`config.mk`:
```
export PLATFORM = sky130hd
export DESIGN_NAME = date_counter
export DESIGN_NICKNAME = d
export VERILOG_FILES = /design/src/rtl/date_pkg.sv /design/src/rtl/month_len.sv /design/src/rtl/date_counter.sv
export SDC_FILE = /design/constraint.sdc
export NUM_CORES = 1
export LEC_CHECK = 0
export ABC_AREA = 1
export ABC_CLOCK_PERIOD_IN_PS = 5770
export BUFFER_PORTS_ARGS = -buffer_cell sky130_fd_sc_hd__buf_2
export CORE_MARGIN = 10
export CORE_UTILIZATION = 55
export DETAILED_ROUTE_END_ITERATION = 12
export GPL_TIMING_DRIVEN = 0
export PLACE_DENSITY = 0.79
export SYNTH_ARGS = -nofsm -noshare
export SYNTH_HDL_FRONTEND = slang
export SYNTH_SLANG_ARGS = --single-unit
export TNS_END_PERCENT = 50
```
`constraint.sdc`:
```
create_clock -name clk -period 5.77 [get_ports clk]
set_input_delay 0.577 -clock clk [delete_from_list [all_inputs] [get_ports clk]]
set_output_delay 0.577 -clock clk [all_outputs]
set_load 0.1 [all_outputs]
```
`src/rtl/date_pkg.sv`:
```
// Shared date encoding: field widths, slice positions and the packed date word.
// The same slices are reused by the days-sum and display stages.
package date_pkg;

  localparam int unsigned DATE_W = 23;
  localparam int unsigned YEAR_W = 14;
  localparam int unsigned MON_W  = 4;
  localparam int unsigned DAY_W  = 5;

  localparam int unsigned YEAR_HI = 22;
  localparam int unsigned YEAR_LO = 9;
  localparam int unsigned MON_HI  = 8;
  localparam int unsigned MON_LO  = 5;
  localparam int unsigned DAY_HI  = 4;
  localparam int unsigned DAY_LO  = 0;

  localparam logic [MON_W-1:0] FEB = 4'd2;
  localparam logic [MON_W-1:0] DEC = 4'd12;

  localparam logic [DATE_W-1:0] DEFAULT_RESET_DATE = {14'd2000, 4'd1, 5'd1};

  typedef struct packed {
    logic [YEAR_W-1:0] year;
    logic [MON_W-1:0]  mon;
    logic [DAY_W-1:0]  day;
  } date_t;

endpackage

```
`src/rtl/month_len.sv`:
```
// Gregorian month length and leap-year flag for a (year, month) pair.
// Months outside 1..12 report 31; callers validate the month separately.
module month_len
  import date_pkg::*;
(
  input  logic [YEAR_W-1:0] year,
  input  logic [MON_W-1:0]  month,
  output logic [DAY_W-1:0]  mlen,
  output logic              leap
);

  always_comb begin
    leap = (year[1:0] == 2'd0) &&
           (((year % YEAR_W'(100)) != '0) || ((year % YEAR_W'(400)) == '0));
    mlen = 5'd31;
    case (month)
      4'd4, 4'd6, 4'd9, 4'd11: mlen = 5'd30;
      FEB:                     mlen = leap ? 5'd29 : 5'd28;
      default:                 mlen = 5'd31;
    endcase
  end

endmodule

```
`src/rtl/date_counter.sv`:
```
// Running calendar date: day increment/decrement with full Gregorian rules,
// validated parallel load, and one-cycle year_wrap / load_err pulses.
module date_counter
  import date_pkg::*;
#(
  parameter int unsigned        YEAR_MIN   = 1,
  parameter int unsigned        YEAR_MAX   = 9999,
  parameter logic [DATE_W-1:0]  RESET_DATE = DEFAULT_RESET_DATE
) (
  input  logic              clk,
  input  logic              rst,
  input  logic              day_tick,
  input  logic              day_back,
  input  logic              load,
  input  logic [DATE_W-1:0] load_date,
  output logic [DATE_W-1:0] date_out,
  output logic              leap,
  output logic              year_wrap,
  output logic              load_err
);

  date_t             cur_q;
  date_t             cur_d;
  date_t             ld;
  logic              wrap_d;
  logic              err_d;
  logic              do_tick;
  logic              do_back;
  logic [MON_W-1:0]  lk_mon;
  logic [DAY_W-1:0]  cur_mlen;
  logic              cur_leap;
  logic [DAY_W-1:0]  ld_mlen;
  logic              ld_leap;
  logic              ld_ok;

  assign ld      = date_t'(load_date);
  assign do_tick = !load && day_tick && !day_back;
  assign do_back = !load && day_back && !day_tick;

  // Decrement needs the length of the previous month; reuse the same lookup.
  assign lk_mon = do_back ? (cur_q.mon - 4'd1) : cur_q.mon;

  month_len u_len_cur (
    .year  (cur_q.year),
    .month (lk_mon),
    .mlen  (cur_mlen),
    .leap  (cur_leap)
  );

  month_len u_len_load (
    .year  (ld.year),
    .month (ld.mon),
    .mlen  (ld_mlen),
    .leap  (ld_leap)
  );

  assign ld_ok = (ld.year >= YEAR_W'(YEAR_MIN)) && (ld.year <= YEAR_W'(YEAR_MAX)) &&
                 (ld.mon != '0) && (ld.mon <= DEC) &&
                 (ld.day != '0) && (ld.day <= ld_mlen);

  always_comb begin
    cur_d  = cur_q;
    wrap_d = 1'b0;
    err_d  = 1'b0;
    if (load) begin
      if (ld_ok) cur_d = ld;
      else       err_d = 1'b1;
    end else if (do_tick) begin
      if (cur_q.day < cur_mlen) begin
        cur_d.day = cur_q.day + 5'd1;
      end else begin
        cur_d.day = 5'd1;
        if (cur_q.mon < DEC) begin
          cur_d.mon = cur_q.mon + 4'd1;
        end else begin
          cur_d.mon = 4'd1;
          if (cur_q.year == YEAR_W'(YEAR_MAX)) begin
            cur_d.year = YEAR_W'(YEAR_MIN);
            wrap_d     = 1'b1;
          end else begin
            cur_d.year = cur_q.year + 14'd1;
          end
        end
      end
    end else if (do_back) begin
      if (cur_q.day > 5'd1) begin
        cur_d.day = cur_q.day - 5'd1;
      end else if (cur_q.mon > 4'd1) begin
        cur_d.mon = lk_mon;
        cur_d.day = cur_mlen;
      end else begin
        cur_d.mon = DEC;
        cur_d.day = 5'd31;
        if (cur_q.year == YEAR_W'(YEAR_MIN)) begin
          cur_d.year = YEAR_W'(YEAR_MAX);
          wrap_d     = 1'b1;
        end else begin
          cur_d.year = cur_q.year - 14'd1;
        end
      end
    end
  end

  always_ff @(posedge clk) begin
    if (rst) begin
      cur_q     <= date_t'(RESET_DATE);
      year_wrap <= 1'b0;
      load_err  <= 1'b0;
    end else begin
      cur_q     <= cur_d;
      year_wrap <= wrap_d;
      load_err  <= err_d;
    end
  end

  assign date_out = cur_q;
  // Leap depends only on the year, so the current-date lookup serves directly.
  assign leap     = cur_leap;

endmodule

```
==> results.json <==
{
  "cts_hold_buf": 0,
  "critPathMaxStageDelay_ns": 0.31,
  "critPathMaxFanout": 5,
  "path_class": "primary input to flop",
  "yosys_warnings": 0,
  "yosysMostFrequentCell": "nand2_1",
  "synth.distinct_cells": 46,
  "area_delta_synth_final_pct": 32.6,
  "finalClockSkew_ns": 0.00406,
  "synthesis.area_um2": 4690,
  "regToRegSetupSlack_ns": 0.55,
  "dpl-instance-area_um2": 5160,
  "layout_setup_ws_ns": -0.818,
  "vias_per_cell": 5.84,
  "grt_max_degree": 16,
  "cts_tree": "built",
  "synth-seq-cells": 25,
  "cts_sinks": 25,
  "worstSetupStartpointType": "primary input",
  "first_pass_iters": 8,
  "vias": 6306,
  "setup_viol_count_final": 24,
  "rsz0062_at_grt": "true",
  "synth-async-reset-ratio_pct": 0,
  "synth_area_leaders": "nand2_1 (18%), dfxtp_1 (11%), nand3_1 (9.7%)",
  "min_period_over_period_pct": 114,
  "track_usage_pct": 23.3,
  "worst_pin_slew_ns": 0.693,
  "fin_crit_ns": 6.59,
  "final_area_um2": 6230,
  "synth_cells": 858,
  "max-slew-margin-rel_pct": 53.8,
  "clk_pin_slew_ns": 0.11,
  "cts_made_buffers": 3,
  "wl_met2_um": 8360,
  "synth_edf_count": 0,
  "slowest_stage": "o41ai_2",
  "layoutNonFillerInstCount": 1080,
  "hold_viol_final": 0,
  "num_rows": 33,
  "grt_pass1_vias": 5604,
  "clkLatencyLatePin_ns": 0.29,
  "worstPathRequired_ns": 5.96,
  "irDropWorstVdd_uv": 602,
  "max_freq_mhz": 152,
  "core-area_um2": 8260,
  "post-place-cells": 1016,
  "layout-drive-gt1-share_pct": 31.2,
  "dp_hpwl_um": 10700,
  "fin_tns_setup_ns": -16.27,
  "met3_length_um": 1460,
  "yosys.area.top_type": "nand2_1",
  "dieWidth_um": 112,
  "initial_core_util_pct": 56.8,
  "hold_path_class": "flop to flop",
  "cap_violations": 0,
  "grt_pass1_wl_um": 25800,
  "crit_path_end_kind": "flop",
  "synth_top_area_share_pct": 18.1,
  "whs_ns": 0.486,
  "wl_met1_um": 7050,
  "syn_nets": 898,
  "slew_violations": 0,
  "drc": 0,
  "postRouteAntennaNets": 0,
  "synth_common_cells": "nand2_1 (226), inv_1 (117), nor2_1 (95)",
  "fin_nets": 1016,
  "die_h_um": 112,
  "violations": "setup timing",
  "n_antenna_cell": 0,
  "drt-total-wl_um": 17600,
  "worstPathArrival_ns": 6.78,
  "htree_levels": 1,
  "root_buffer": "clkbuf_8",
  "gp_congestion": 0.953,
  "cts_max_path_buffers": 2,
  "wl_per_cell_um": 16.3,
  "io_pins": 54,
  "antenna_found_initial": 0,
  "status": "complete, but fails checks",
  "power_leakage_nw": 3.21,
  "synthFlopType": "dfxtp_1",
  "syn_area_per_cell_um2": 5.47,
  "cpMostUsedCell": "nand2_4",
  "seq_area_frac_synth_pct": 10.7,
  "drt_iter0_drc": 779,
  "fp.dieArea_um2": 12600,
  "io_buffer_count": 53,
  "p_per_area_nw_per_um2": 561,
  "grt_remaining_overflow": 0,
  "routed.top_layer": "met4"
}
[worst max-delay path, delay by kind of cell]
family                     cells  cell delay [ns]
and+or+nand+nor               41             3.84
AOI/OAI and AO/OA              7             1.09
buffers and inverters          7             0.70
xor gates and xnor gates       2             0.40
adders and majority gates      1             0.14
[final timing paths]
kind                      start           end  depth (start not counted)
setup / recovery  load_date[20]   date_out[9]                         58
hold / removal      date_out[4]   date_out[4]                          2
setup reg to reg   date_out[17]  date_out[11]                         44
hold reg to reg     date_out[4]   date_out[4]                          2
[kinds of logic (layout without fill, tap and decap cells)]
| kind of cell | count (synthesis) | after routing | share of synthesized area, % |
|---|---|---|---|
| flip-flops | 25 | 25 | 10.7 |
| adder cells (fa/ha/maj) | 12 | 12 | 3.20 |
| XOR/XNOR | 33 | 33 | 6.16 |
| AO/OA/AOI/OAI | 106 | 106 | 13.4 |
| AND/OR/NAND/NOR | 531 | 531 | 53.8 |
| buffers and inverters | 151 | 268 | 12.8 |
[routing by layer]
layer / vias to the layer above / track usage (%)
met3: 97 / 3.04
met4: 0 / 7.11
met5: - / 0
met2: 367 / 40.0
li1: 3014 / -
met1: 2828 / 29.4
[registers in the layout, indices dropped and copies added, names as in the netlist]
signal     count
load_err       1
year_wrap      1
date_out      23
[cell usage in the layout (no fill, tap or decap), types with 25 or more instances in the layout]
cell type	Yosys	layout
buf_2	5	53
nand2_1	226	194
dfxtp_1	25	25
nor2_1	95	80
a21oi_1	34	25
buf_4	1	55
nand2_4	12	35
inv_1	117	110
nand4_1	30	30
nand3_1	91	73
nand2_2	40	49
[power by group]
group          switching [mW]  internal (mW)  total (mW)
Combinational            2.15           1.00        3.15
Clock                  0.0703         0.0493       0.120
Sequential             0.0337          0.195       0.229
Total                    2.25           1.25        3.50
[what timing repair did]
| item | CTS | global route |
|---|---|---|
| setup endpoints to repair | 23 | 24 |
| pin swaps | 54 | 60 |
| gates resized for setup | 73 | 76 |
| cloned | 2 | 0 |
| setup buffers | 39 | 19 |
| endpoints found under the hold margin | 0 | 0 |
[through the flow]
step,util [%],total power [mW],worst slack (ns)
detailed placement,62.5,2.77,-1.20
floorplan,-,2.38,-0.0414
CTS,70.0,3.08,-0.268
global route,75.4,3.80,-1.14
finish,75.4,3.50,-0.818
global placement,62.5,2.74,-1.10
[area by class of cell]
| class | instances | area, µm² |
|---|---|---|
| multi-input combinational | 682 | 4140 |
| fill | 646 | 2030 |
| timing repair buffer | 113 | 793 |
| sequential | 25 | 500 |
| inverter | 132 | 500 |
| tap | 105 | 131 |
| buffer | 19 | 111 |
| clock buffer | 3 | 41.3 |
| clock inverter | 1 | 7.51 |
No activity file was read; power rests on OpenSTA's default activity.
